### config.mk
export PLATFORM = sky130hd
export DESIGN_NAME = instr_fetch_flat
export DESIGN_NICKNAME = d
export VERILOG_FILES = /design/src/rtl/instr_fetch_if.sv /design/src/rtl/instr_fetch.sv /design/src/flat_wrapper.sv
export SDC_FILE = /design/constraint.sdc
export NUM_CORES = 1
export LEC_CHECK = 0
export BUFFER_PORTS_ARGS = -buffer_cell sky130_fd_sc_hd__buf_2
export CORE_MARGIN = 8
export CORE_UTILIZATION = 55
export CTS_BUF_LIST = sky130_fd_sc_hd__clkbuf_8
export DETAILED_ROUTE_END_ITERATION = 6
export PLACE_DENSITY = 0.87
export SLEW_MARGIN = 20
export SYNTH_ARGS = -nofsm -noshare
export SYNTH_HDL_FRONTEND = slang
export SYNTH_SLANG_ARGS = --single-unit
### constraint.sdc
create_clock -name clk -period 4.3 [get_ports clk]
set_input_delay 0.645 -clock clk [delete_from_list [all_inputs] [get_ports clk]]
set_output_delay 0.645 -clock clk [all_outputs]
set_load 0.03 [all_outputs]
### src/rtl/instr_fetch_if.sv
// Instruction-memory read port: one-cycle request strobe out, single-pulse response back.
interface instr_fetch_if;
    logic        req;
    logic [31:0] addr;
    logic        rvalid;
    logic [31:0] rdata;

    modport master (output req, output addr, input rvalid, input rdata);
    modport slave  (input req, input addr, output rvalid, output rdata);
endinterface

### src/rtl/instr_fetch.sv
// Instruction fetch stage: owns the PC, keeps one imem read outstanding and presents inst/pc to decode.
// Optional IFETCH_MISALIGN_EN: a misaligned redirect raises a sticky error and halts fetch until reset.
module instr_fetch #(
    parameter logic [31:0] RESET_PC = 32'h0000_0000,
    parameter logic [31:0] NOP_INST = 32'h0000_0013
) (
    input  logic          clk,
    input  logic          rst_n,
    input  logic          stall_i,
    input  logic          redirect_i,
    input  logic [31:0]   redirect_pc_i,
    instr_fetch_if.master imem,
    output logic [31:0]   inst_o,
    output logic [31:0]   pc_o,
    output logic [31:0]   pc_plus4_o,
    output logic          inst_valid_o,
    output logic          misalign_err_o
);
    typedef enum logic [1:0] {
        ST_ISSUE   = 2'd0,
        ST_WAIT    = 2'd1,
        ST_PRESENT = 2'd2,
        ST_HALT    = 2'd3
    } state_e;

    localparam logic [31:0] RESET_PC_ALIGNED = RESET_PC & ~32'd3;

    state_e      state_q, state_d;
    logic [31:0] fetch_pc_q, fetch_pc_d;
    logic [31:0] pc_q, pc_d;
    logic [31:0] inst_q, inst_d;
    logic        valid_q, valid_d;
    logic        kill_q, kill_d;
    logic        req;
    logic [31:0] redirect_tgt;
    logic        redirect_bad;

    assign redirect_tgt = redirect_pc_i & ~32'd3;

`ifdef IFETCH_MISALIGN_EN
    logic err_q;

    assign redirect_bad   = redirect_i && (redirect_pc_i[1:0] != 2'b00);
    assign misalign_err_o = err_q;

    always_ff @(posedge clk or negedge rst_n) begin
        if (!rst_n) begin
            err_q <= 1'b0;
        end else if (redirect_bad && state_q != ST_HALT) begin
            err_q <= 1'b1;
        end
    end
`else
    assign redirect_bad   = 1'b0;
    assign misalign_err_o = 1'b0;
`endif

    always_comb begin
        // NOTE: every signal written here gets a default first, so no path through the case infers a latch.
        state_d    = state_q;
        fetch_pc_d = fetch_pc_q;
        pc_d       = pc_q;
        inst_d     = inst_q;
        valid_d    = valid_q;
        kill_d     = kill_q;
        req        = 1'b0;

        case (state_q)
            ST_ISSUE: begin
                if (!redirect_i) begin
                    req     = 1'b1;
                    state_d = ST_WAIT;
                end
            end
            ST_WAIT: begin
                if (imem.rvalid) begin
                    if (kill_q || redirect_i) begin
                        // Stale or superseded response: drop it and refetch from fetch_pc.
                        kill_d  = 1'b0;
                        state_d = ST_ISSUE;
                    end else begin
                        inst_d     = imem.rdata;
                        pc_d       = fetch_pc_q;
                        valid_d    = 1'b1;
                        fetch_pc_d = fetch_pc_q + 32'd4;
                        state_d    = ST_PRESENT;
                    end
                end
            end
            ST_PRESENT: begin
                if (!redirect_i && !stall_i) begin
                    valid_d = 1'b0;
                    req     = 1'b1;
                    state_d = ST_WAIT;
                end
            end
            default: begin
            end
        endcase

        // Redirect overrides stall and consumption; HALT ignores everything until reset.
        if (redirect_i && state_q != ST_HALT) begin
            fetch_pc_d = redirect_tgt;
            valid_d    = 1'b0;
            if (state_q != ST_WAIT) begin
                state_d = ST_ISSUE;
            end else if (!imem.rvalid) begin
                kill_d = 1'b1;
            end
            if (redirect_bad) begin
                state_d = ST_HALT;
            end
        end
    end

    always_ff @(posedge clk or negedge rst_n) begin
        if (!rst_n) begin
            state_q    <= ST_ISSUE;
            fetch_pc_q <= RESET_PC_ALIGNED;
            pc_q       <= RESET_PC_ALIGNED;
            inst_q     <= NOP_INST;
            valid_q    <= 1'b0;
            kill_q     <= 1'b0;
        end else begin
            // NOTE: state registers use non-blocking assignments so every flop samples pre-edge values.
            state_q    <= state_d;
            fetch_pc_q <= fetch_pc_d;
            pc_q       <= pc_d;
            inst_q     <= inst_d;
            valid_q    <= valid_d;
            kill_q     <= kill_d;
        end
    end

    // The strobe is gated by reset because the reset state is ISSUE.
    assign imem.req     = req && rst_n;
    assign imem.addr    = fetch_pc_q;
    assign inst_o       = valid_q ? inst_q : NOP_INST;
    assign pc_o         = pc_q;
    assign pc_plus4_o   = pc_q + 32'd4;
    assign inst_valid_o = valid_q;
endmodule

### src/flat_wrapper.sv
// flat-port wrapper written by rule: the top's interface ports become plain ports
module instr_fetch_flat 
#(
    parameter logic [31:0] RESET_PC = 32'h0000_0000,
    parameter logic [31:0] NOP_INST = 32'h0000_0013
)
  (clk, rst_n, stall_i, redirect_i, redirect_pc_i, inst_o, pc_o, pc_plus4_o, inst_valid_o, misalign_err_o, imem_req, imem_addr, imem_rvalid, imem_rdata);
  instr_fetch_if imem_i ();
  input  logic clk;
  input  logic rst_n;
  input  logic stall_i;
  input  logic redirect_i;
  input  logic [31:0] redirect_pc_i;
  output logic [31:0] inst_o;
  output logic [31:0] pc_o;
  output logic [31:0] pc_plus4_o;
  output logic inst_valid_o;
  output logic misalign_err_o;
  output wire logic [$bits(imem_i.req)-1:0] imem_req;
  output wire logic [$bits(imem_i.addr)-1:0] imem_addr;
  input wire logic [$bits(imem_i.rvalid)-1:0] imem_rvalid;
  input wire logic [$bits(imem_i.rdata)-1:0] imem_rdata;
  assign imem_req = imem_i.req;
  assign imem_addr = imem_i.addr;
  assign imem_i.rvalid = imem_rvalid;
  assign imem_i.rdata = imem_rdata;
  instr_fetch #(.RESET_PC(RESET_PC), .NOP_INST(NOP_INST)) u_core (.clk(clk), .rst_n(rst_n), .stall_i(stall_i), .redirect_i(redirect_i), .redirect_pc_i(redirect_pc_i), .imem(imem_i), .inst_o(inst_o), .pc_o(pc_o), .pc_plus4_o(pc_plus4_o), .inst_valid_o(inst_valid_o), .misalign_err_o(misalign_err_o));
endmodule
==> results of run 1 <==
## cell usage in the layout, fill, tap and decap left out, types with 9 or more instances in the layout
cell and n:
a21oi_1 20, and2_1 34, and4_1 11, buf_2 189, clkbuf_8 10, dfrtp_1 93
inv_1 11, mux2_2 62, nand2_1 36, nand3_1 28, nand4_1 19, nor2_1 28
nor3_1 15, o21ai_0 15, xnor2_1 18, xor2_1 9
## flip-flops by register name (all words and copies together) (netlist names)
register	cells
u_core.imem.addr	30
u_core.inst_q	32
u_core.inst_valid_o	1
u_core.kill_q	1
u_core.pc_o	30
u_core.state_q	2
## power by group through the flow
stage / Clock [mW] / Combinational (mW) / Sequential (mW)
floorplan: 0 / 1.41 / 2.05
global placement: 0 / 2.43 / 1.76
detailed placement: 0 / 2.48 / 1.80
CTS: 0.619 / 2.49 / 1.78
global route: 0.657 / 2.63 / 1.87
finish: 0.616 / 2.47 / 1.79
## layout make-up
class | count | area [um^2]
Inverter | 10 | 37.5
Clock buffer | 10 | 138
Sequential cell | 96 | 2410
Clock inverter | 6 | 65.1
Timing Repair Buffer | 195 | 991
Antenna cell | 1 | 2.50
Fill cell | 793 | 3040
Tap cell | 133 | 166
Multi-Input combinational cell | 414 | 2930
## metal layers
metal | share of wire (%) | routed length, um | up-vias
met3 | 8.1 | 1340 | 38
met5 | 0.072 | 12 | -
met2 | 49 | 8230 | 223
li1 | - | - | 2360
met4 | 2.8 | 463 | 2
met1 | 40 | 6610 | 2422
## per-stage QoR
stage	total power [mW]	setup slack, ns	std cells	utilization [%]
final	4.88	1.05	865	68.9
after global routing	5.15	0.775	864	68.9
after CTS	4.89	1.00	864	68.9
after detailed placement	4.29	1.41	848	66.8
after global placement	4.18	1.46	848	66.8
after floorplan	3.46	1.44	559	-
## cells by family (layout without fill, tap and decap cells)
logic type,Yosys count,count (layout),synth area share [%]
other,1,8,0.0676
flip-flops,96,96,43.4
multiplexers,64,64,13.0
buffers and inverters,49,221,4.24
AO/OA/AOI/OAI,96,96,12.0
XOR/XNOR,27,27,4.27
adder cells (fa/ha/maj),6,6,1.35
AND/OR/NAND/NOR,214,214,21.7
## worst paths after layout
| kind | slack, ns | endpoint | start |
|---|---|---|---|
| min reg2reg | 0.51 | u_core.inst_q[27] | u_core.inst_q[27] |
| min | 0.15 | u_core.state_q[0] | rst_n |
| max reg2reg | 1.66 | u_core.imem.addr[19] | u_core.state_q[0] |
| max in group asynchronous | 2.91 | u_core.imem.addr[12] | rst_n |
| min in group clk | 0.49 | u_core.imem.addr[29] | redirect_pc_i[29] |
| max | 1.05 | pc_plus4_o[25] | u_core.pc_o[5] |
## Yosys cell counts, types with 11 or more instances
master     n
dfrtp_1   93
o21ai_0   15
nor3_1    15
clkbuf_1  15
buf_2     11
a21oi_1   20
nand3_1   28
nor2_1    28
and2_1    34
mux2_2    62
nand2_1   36
nand4_1   19
xnor2_1   18
and4_1    11
==> metrics.md, run 1 <==
| Metric | Value |
|---|---|
| Die H | 116 um |
| Fin crit share | 75.5% |
| Ys flop type | dfrtp_1 |
| Sum Neg Setup Slack | 0 ns |
| Pwr dens | 725 nW/um^2 |
| Tightest Pin Transition | 0.981 ns |
| Busiest layer in global routing | met2 |
| CP bufs+invs | 1 |
| Die width | 116 um |
| Pint | 2.42 mW |
| HPWL Detailed | 12600 um |
| Top-area cell type share of the netlist area | 42.0% |
| Final Hold Fails | 0 |
| Core box area | 9770 um^2 |
| Total die area | 13500 um^2 |
| Met3 Usage GRT | 5.07% |
| Sequential share of power | 36.8% |
| First-pass GRT wire length | 26100 um |
| Area growth syn-to-layout | 21.5% |
| Setup CP Type | register to output pin |
| GR Util met1 | 30.4% |
| FFs w/ async S/R, synth | 100% |
| Design area | 6740 um^2 |
| Fin Hold WS | 0.151 ns |
| Switching share of power | 50.5% |
| Min Tclk post-route | 3.25 ns |
| Crit path capture type | output pin |
| Critical Path RT | 3.65 ns |
| Syn Area/Cell | 10.0 um^2 |
| Met2 usage | 40.9% |
| Starting Density | 56.7% |
| Post-synth cell types | 61 |
| Critical-path cell list | nand4_1, nor4_1, and3_1, xor2_1, buf_2 |
| Root buf cell | clkbuf_8 |
| Port Buffers | 190 |
| CTS resizes | 0 |
| DRT Pass-1 Iters | 5 |
| FP Rows | 36 |
| Final Skew | 0.00839 ns |
| Post-CTS setup buffers | 0 |
| Sinks on Clock Net | 96 |
| Ranking of synthesized cells by area | dfrtp_1, mux2_2, and2_1, xnor2_1, nand3_1 |
| Yosys top cell by area | dfrtp_1 |
| Crit path launch type | register |
| Detailed-route via count | 5045 |
| RSZ-0062 raised after global routing | false |
| ANT nets after route | 0 |
| I/O pin total | 200 |
| Largest net degree at the start of global routing | 76 |
| NetSw | 2.46 mW |
| H-tree levels | 3 |
| Clk pwr share | 12.6% |
| Outcome | finished, final reports clean |
| Vias per Instance | 5.83 |
| Clock-pin slew on the worst setup and hold paths | 0.09 ns |
| Vias in the first global route | 5084 |
| Post-cts hold buffer count | 0 |
| Max IR drop VDD | 0.353 mV |
| Data arrival time of the worst path | 2.60 ns |
| Initial antenna violation count | 1 |
| Synth Instances | 553 |
| Share of cells above drive strength 1 | 38.9% |
| Rel. slew slack | 34.0% |
| Max Slew Vio Count | 0 |
| Fmax | 308 MHz |
| Clock buffer count from CTS | 9 |
| # DRC | 0 |
| CP delay by family, top | simple AND/OR/NAND/NOR gates |
| Clk Latency, worst-skew pair | 0.37 ns |
| FF+latch count, synth | 96 |
| Worst-path fanout max | 7 |
| TritonCTS clock tree | done |
| EDFF count, synth | 0 |
| Max cap viols | 0 |
| Combinational share of power | 50.6% |
| WP depth | 5 |
| Final Setup Violations | 0 |
| Routability Congestion | 0.871 |
| Leakage | 3.07 nW |
| Slowest cell on crit path | nor4_1 |
| Total gr overflow | 0 |
| Post-synthesis sequential area ratio | 43.4% |
| Crit path largest cell delay | 0.82 ns |
| Iter 0 DRT Violations | 439 |
| Longest Clk Path Bufs | 2 |
| Fin nets | 801 |
| Post-Syn Area | 5540 um^2 |
| Reg2Reg Depth | 6 |
| DR WL/cell | 19.2 um |
| Ys Warns | 0 |
| Hold crit path type | input pin to asynchronous set/reset pin |
| Placed Area | 6530 um^2 |
| Post-Route WL | 16700 um |
| Global Route Usage Sum | 24.5% |
Note: power is estimated with default switching activity, not from simulation.
==> run 2: changes to the inputs <==
--- a/config.mk
+++ b/config.mk
@@ -7,10 +7,10 @@
 export LEC_CHECK = 0
 export BUFFER_PORTS_ARGS = -buffer_cell sky130_fd_sc_hd__buf_2
 export CORE_MARGIN = 8
-export CORE_UTILIZATION = 55
+export CORE_UTILIZATION = 52
 export CTS_BUF_LIST = sky130_fd_sc_hd__clkbuf_8
 export DETAILED_ROUTE_END_ITERATION = 6
-export PLACE_DENSITY = 0.87
+export PLACE_DENSITY = 0.83
 export SLEW_MARGIN = 20
 export SYNTH_ARGS = -nofsm -noshare
 export SYNTH_HDL_FRONTEND = slang
==> constraint.sdc (replaced) <==
create_clock -name clk -period 3.05 [get_ports clk]
set_input_delay 0.4575 -clock clk [delete_from_list [all_inputs] [get_ports clk]]
set_output_delay 0.4575 -clock clk [all_outputs]
set_load 0.03 [all_outputs]
==> run 2 against run 1 <==
  * First-iteration DRC count is 1.4% higher
  * Combinational power is 42% higher
  * Sequential power is 42% higher
  * Utilization is 3.2 points lower
  * Die area is 5.0% higher
  * Via count is 1.6% higher
  * Highest routed layer unchanged
==> metrics.md, run 2 (synthesized netlist as in run 1, its figures left out) <==
| Metric | Value |
|---|---|
| Total gr overflow | 0 (unchanged) |
| Largest net degree at the start of global routing | 64 (-16%) |
| Sinks on Clock Net | 96 (unchanged) |
| Area growth syn-to-layout | 22.4% |
| Die width | 119 um (+2.5%) |
| Worst-path fanout max | 7 (unchanged) |
| DR WL/cell | 19.4 um (+0.57%) |
| Setup CP Type | register to output pin |
| Post-route insts no fill | 877 (+1.4%) |
| Met3 wire length | 1280 um (-4.7%) |
| Starting Density | 53.7% (-3.0 points) |
| DRT Pass-1 Iters | 5 (unchanged) |
| Post-place setup slack | 0.452 ns (-0.959 ns) |
| Max IR drop VDD | 0.556 mV (+57%) |
| Clock-pin slew on the worst setup and hold paths | 0.10 ns (about the same) |
| Max cap viols | 0 (unchanged) |
| Final Hold Fails | 0 (unchanged) |
| Pwr Total | 6.80 mW (+39%) |
| Detailed-route via count | 5128 (+1.6%) |
| Final Setup Violations | 0 (unchanged) |
| First-pass GRT wire length | 27600 um (+5.7%) |
| Initial antenna violation count | 3 (+2) |
| Clk Latency, worst-skew pair | 0.37 ns (about the same) |
| Final setup margin | 0.145 ns (-0.910 ns) |
| Total die area | 14200 um^2 (+5.0%) |
| FP Rows | 37 (+2.8%) |
| Post-Route WL | 17000 um (+2.0%) |
| Slowest cell on crit path | or4_4 |
| Data arrival time of the worst path | 2.45 ns (-0.15 ns) |
| Final Skew | 0.0111 ns (+0.00273 ns) |
| Max Slew Vio Count | 0 (unchanged) |
| Vias in the first global route | 5221 (+2.7%) |
| HPWL Detailed | 12700 um (+1.0%) |
| Die H | 119 um (+2.5%) |
| ANT nets after route | 0 (unchanged) |
| Crit path launch type | register |
| WP depth | 5 (unchanged) |
| Critical-path cell list | nand4_1, or4_4, nor3_1, xor2_1, buf_2 |
| Pwr dens | 1000 nW/um^2 (+38%) |
| Global Route Usage Sum | 23.7% (-0.88 points) |
| Min Tclk post-route | 2.91 ns |
| Iter 0 DRT Violations | 445 (+1.4%) |
| Largest Register | u_core.inst_q |
| H-tree levels | 3 (unchanged) |
| Routability Congestion | 0.897 (+3.0%) |
| Fin crit share | 95.3% |
| Reg2Reg Depth | 7 (+1) |
| Crit path largest cell delay | 0.66 ns (-0.16 ns) |
| # DRC | 0 (unchanged) |
| Outcome | finished, final reports clean |
| Critical Path RT | 2.59 ns (-1.06 ns) |
| Clock buffer count from CTS | 9 (unchanged) |
| Met2 WL | 8240 um (+0.17%) |
| Fin Hold WS | 0.0699 ns (-0.0807 ns) |
| Vias per Instance | 5.85 (+0.25%) |
| Commonest non-fill, non-tap cells in the layout | buf_2, dfrtp_1, mux2_2, nand2_1, and2_1 |
| Placed insts | 858 (+1.2%) |
| Rel. slew slack | 44.9% (+11 points) |
| TritonCTS clock tree | done |
| Crit path capture type | output pin |
| Root buf cell | clkbuf_8 |
| Hold crit path type | input pin to asynchronous set/reset pin |
| Fin nets | 809 (+1.0%) |
| Max FFs per register | 32 (unchanged) |
| Most common cell after layout, fill and taps aside | buf_2 |
| Fmax | 344 MHz |
| Met1 WL | 6950 um (+5.2%) |
| Share of cells above drive strength 1 | 39.6% (+0.80 points) |
| CP bufs+invs | 1 (unchanged) |
| Tightest Pin Transition | 0.827 ns (-0.155 ns) |
| Leakage | 3.10 nW (+0.87%) |
| Sum Neg Setup Slack | 0 ns (unchanged) |
| Top Layer Used | met5 |
| Core box area | 10300 um^2 (+5.6%) |
| Longest Clk Path Bufs | 2 (unchanged) |
| I/O pin total | 200 (unchanged) |
| CP delay by family, top | simple AND/OR/NAND/NOR gates |
| Port Buffers | 190 (unchanged) |
-- run 2: layout make-up --
type | instances | area (um^2)
Clock buffer | 9 | 124
Multi-Input combinational cell | 414 | 2930
Timing Repair Buffer | 203 | 1060
Sequential cell | 96 | 2410
Fill cell | 847 | 3540
Tap cell | 136 | 170
Clock inverter | 7 | 47.5
Inverter | 10 | 37.5
Antenna cell | 2 | 5.00
-- run 2: timing repair --
| item | CTS | global route |
|---|---|---|
| resized for setup | 0 | 1 |
| setup buffers | 0 | 1 |
| setup endpoints to repair | 0 | 2 |
| hold buffers | 0 | 0 |
-- run 2: metal layers --
| metal | GRT usage (%) | vias to the layer above |
|---|---|---|
| met4 | 10.6 | 2 |
| li1 | - | 2386 |
| met2 | 37.7 | 210 |
| met5 | 0 | - |
| met1 | 29.2 | 2494 |
| met3 | 6.99 | 36 |
-- run 2: worst register-to-register path: stages (launching register included) --
cell	delay, ns
dfrtp_1	0.66
ha_1	0.36
nor2b_1	0.10
buf_4	0.21
a22oi_1	0.26
buf_4	0.28
a21oi_1	0.07
o2bb2a_1	0.31
-- run 2: per-stage QoR --
stage,utilization (%),instance area (um^2)
after floorplan,-,5570
final,65.7,6790
after global placement,63.9,6600
after CTS,65.6,6770
after detailed placement,63.9,6600
after global routing,65.7,6790
-- run 2: where the power goes --
| group | switching, mW | total (mW) | leakage (nW) | internal [mW] |
|---|---|---|---|---|
| logic | 2.29 | 3.50 | 1.87 | 1.21 |
| registers | 0.726 | 2.54 | 1.14 | 1.81 |
| clock network | 0.465 | 0.761 | 0.0908 | 0.297 |
| total | 3.48 | 6.80 | 3.10 | 3.31 |
-- run 2: path summary, 6_finish.rpt --
check / slack, ns / end / startpoint
worst min register to register: 0.51 / u_core.inst_q[24] / u_core.inst_q[24]
worst min-delay path: 0.07 / u_core.imem.addr[22] / rst_n
worst max register to register: 0.68 / u_core.imem.addr[10] / u_core.state_q[1]
worst max-delay path: 0.14 / pc_plus4_o[31] / u_core.pc_o[5]
min in group clk: 0.30 / u_core.imem.addr[29] / redirect_pc_i[29]
max in group asynchronous: 1.89 / u_core.inst_q[6] / rst_n
==> run 3: changes to the inputs <==
--- a/config.mk
+++ b/config.mk
@@ -5,12 +5,14 @@
 export SDC_FILE = /design/constraint.sdc
 export NUM_CORES = 1
 export LEC_CHECK = 0
+export ABC_AREA = 1
 export BUFFER_PORTS_ARGS = -buffer_cell sky130_fd_sc_hd__buf_2
 export CORE_MARGIN = 8
-export CORE_UTILIZATION = 52
+export CORE_UTILIZATION = 55
 export CTS_BUF_LIST = sky130_fd_sc_hd__clkbuf_8
 export DETAILED_ROUTE_END_ITERATION = 6
-export PLACE_DENSITY = 0.83
+export GPL_TIMING_DRIVEN = 0
+export PLACE_DENSITY = 0.86
 export SLEW_MARGIN = 20
 export SYNTH_ARGS = -nofsm -noshare
 export SYNTH_HDL_FRONTEND = slang
==> constraint.sdc (replaced) <==
create_clock -name clk -period 3.5 [get_ports clk]
set_input_delay 0.525 -clock clk [delete_from_list [all_inputs] [get_ports clk]]
set_output_delay 0.525 -clock clk [all_outputs]
set_load 0.03 [all_outputs]
==> run 3 against run 2 <==
  * Sequential power is 17% lower
  * Sequential share of layout area is 2.5 points lower
  * Clock skew is 0.00054 ns higher
  * Via count is 16% higher
  * Critical path depth is 3 higher
  * Setup slack better by 0.70 ns
  * Global-route usage is 0.97 points higher
  * Non-clock buffer count is 22 higher
  * Sequential cell count stayed put
  * Worst hold slack better by 0.30 ns
  * Combinational power is 8.3% lower
  * Cell count is 33% higher
  * Critical path type unchanged
==> metrics.md, run 3 <==
| Metric | Value |
|---|---|
| EDFF count, synth | 0 (unchanged) |
| Fmax | 376 MHz |
| Detailed-route via count | 5959 (+16%) |
| Pwr Total | 6.07 mW (-11%) |
| CP delay by family, top | simple AND/OR/NAND/NOR gates |
| Data arrival time of the worst path | 2.13 ns (-0.32 ns) |
| Final Setup Violations | 0 (unchanged) |
| Share of cells above drive strength 1 | 28.2% (-11 points) |
| Fin nets | 1093 (+35%) |
| Post-synthesis sequential area ratio | 40.8% (-2.6 points) |
| Starting Density | 55.4% (+1.7 points) |
| Core box area | 10700 um^2 (+3.2%) |
| Hold crit path type | input pin to register |
| DRT Pass-1 Iters | 5 (unchanged) |
| Max cap viols | 0 (unchanged) |
| Commonest non-fill, non-tap cells in the layout | nand2_1, buf_2, nor2_1, dfrtp_1, inv_1 |
| Post-synth cell types | 38 (-38%) |
| Antenna diode instance count | 0 (-2) |
| H-tree levels | 3 (unchanged) |
| Sum Neg Setup Slack | 0 ns (unchanged) |
| Largest Register | u_core.inst_q |
| Post-CTS setup buffers | 0 (unchanged) |
| Outcome | finished, final reports clean |
| Iter 0 DRT Violations | 519 (+17%) |
| Rel. slew slack | 63.3% (+18 points) |
| Slowest cell on crit path | dfrtp_1 |
| Pwr dens | 831 nW/um^2 (-17%) |
| ANT nets after route | 0 (unchanged) |
| Clk Latency, worst-skew pair | 0.36 ns (about the same) |
| Final Skew | 0.0117 ns (+0.000539 ns) |
| Setup CP Type | register to output pin |
| Sinks on Clock Net | 96 (unchanged) |
| I/O pin total | 200 (unchanged) |
| Yosys top cell by area | dfrtp_1 |
| RSZ-0062 raised after global routing | false |
| FFs w/ async S/R, synth | 100% (unchanged) |
| Post-Route WL | 17900 um (+5.5%) |
| Critical-path cell list | ha_1, nand3_2, nor2_4, nand2_4, nor2_2, nand3_1, xnor2_1, buf_2 |
| Leakage | 3.99 nW (+29%) |
| Placed insts | 1146 (+34%) |
| TritonCTS clock tree | done |
| Most frequent cell after synthesis | nand2_1 |
| FF+latch count, synth | 96 (unchanged) |
| Final Hold Fails | 0 (unchanged) |
| Ys flop type | dfrtp_1 |
| Largest net degree at the start of global routing | 78 (+22%) |
| Most common cell after layout, fill and taps aside | nand2_1 |
| Crit path largest cell delay | 0.44 ns (-0.22 ns) |
| Ys Warns | 0 (unchanged) |
| FP Rows | 38 (+2.7%) |
| Crit path capture type | output pin |
| Filler instances | 965 (+14%) |
| Total die area | 14300 um^2 (+0.60%) |
| Longest Clk Path Bufs | 2 (unchanged) |
| Global Route Usage Sum | 24.6% (+0.97 points) |
| CP bufs+invs | 1 (unchanged) |
| First-pass GRT wire length | 28600 um (+3.8%) |
| Max FFs per register | 32 (unchanged) |
| DR WL/cell | 15.4 um (-20%) |
| Die H | 120 um (+0.30%) |
| Post-route insts no fill | 1163 (+33%) |
| # DRC | 0 (unchanged) |
| Placed Area | 7080 um^2 (+7.3%) |
| Synth Instances | 810 (+46%) |
| Ranking of synthesized cells by area | dfrtp_1, nand2_1, nor2_1, mux2_2, inv_1 |
| Vias per Instance | 5.12 (-12%) |
| Synth top cells by count | nand2_1, nor2_1, dfrtp_1 |
| Max Slew Vio Count | 0 (unchanged) |
| Vias in the first global route | 5738 (+9.9%) |
| Top-area cell type share of the netlist area | 39.4% (-2.6 points) |
| Design area | 7300 um^2 (+7.5%) |
| HPWL Detailed | 14400 um (+13%) |
| Worst-path fanout max | 4 (-3) |
| Critical Path RT | 2.97 ns (+0.38 ns) |
| Min Tclk post-route | 2.66 ns |
| Clock-pin slew on the worst setup and hold paths | 0.09 ns (about the same) |
| Post-Syn Area | 5900 um^2 (+6.5%) |
| Routability Congestion | 0.950 (+5.9%) |
| Syn Area/Cell | 7.29 um^2 (-27%) |
| Crit path launch type | register |
| Initial antenna violation count | 1 (-2) |
| Area growth syn-to-layout | 23.6% |
| Port Buffers | 189 (-0.53%) |
| Root buf cell | clkbuf_8 |
| Tightest Pin Transition | 0.551 ns (-0.276 ns) |
| Fin crit share | 76.0% |
| Total gr overflow | 0 (unchanged) |
| Clock buffer count from CTS | 9 (unchanged) |
| Die width | 120 um (+0.30%) |
| Max IR drop VDD | 0.505 mV (-9.2%) |
## run 3: cell families after synthesis
logic type | share of synthesized area, %
flops | 40.8
other cells | 0.0635
simple gates | 31.9
fa+ha+maj | 1.27
xor+xnor | 4.60
mux | 5.72
compound gates | 6.84
buf+inv | 8.84
## run 3: stage by stage
| step | utilization [%] | hold WS [ns] | worst slack (ns) |
|---|---|---|---|
| after floorplan | - | 0.229 | 1.04 |
| after global placement | 66.2 | 0.465 | 0.344 |
| after detailed placement | 66.5 | 0.383 | 1.24 |
| after CTS | 68.5 | 0.355 | 0.827 |
| after global routing | 68.5 | 0.377 | 0.665 |
| final | 68.5 | 0.374 | 0.841 |
## run 3: report_power, final
group	total, mW	switching [mW]	leakage [nW]	internal (mW)
clock	0.762	0.393	0.107	0.369
combinational	3.21	2.25	2.71	0.965
sequential	2.10	0.522	1.18	1.57
## run 3: layout make-up
type | instances | area, um^2 | share of cell area [%]
Inverter | 90 | 338 | 4.63
Tap cell | 140 | 175 | 2.40
Clock inverter | 5 | 55.1 | 0.754
Multi-Input combinational cell | 596 | 3000 | 41.1
Timing Repair Buffer | 191 | 990 | 13.6
Sequential cell | 96 | 2410 | 33.0
Buffer | 34 | 184 | 2.52
Clock buffer | 11 | 151 | 2.07
## run 3: what timing repair did
| action | CTS | global route |
|---|---|---|
| hold buffers | 1 | 0 |
| endpoints found under the hold margin | 19 | 0 |
| gates resized for setup | 0 | 0 |
## run 3: worst paths after layout
check / startpoint / end / slack [ns] / cells after the start
setup / recovery: u_core.pc_o[2] / pc_plus4_o[22] / 0.84 / 8
hold / removal: imem_rvalid / u_core.kill_q / 0.37 / 2
setup reg to reg: u_core.state_q[1] / u_core.pc_o[10] / 1.65 / 6
hold reg to reg: u_core.inst_q[4] / u_core.inst_q[4] / 0.49 / 2
max in group asynchronous: rst_n / u_core.inst_q[4] / 2.27 / 3
min in group asynchronous: rst_n / u_core.inst_q[26] / 0.56 / 2
## run 3: per-layer routing
| metal | track usage (%) | vias up | share of wire (%) |
|---|---|---|---|
| met5 | 0 | - | 0.073 |
| met4 | 12.4 | 2 | 3.3 |
| met3 | 5.03 | 40 | 8.1 |
| met2 | 40.9 | 254 | 47 |
| met1 | 29.9 | 2718 | 41 |
| li1 | - | 2945 | - |
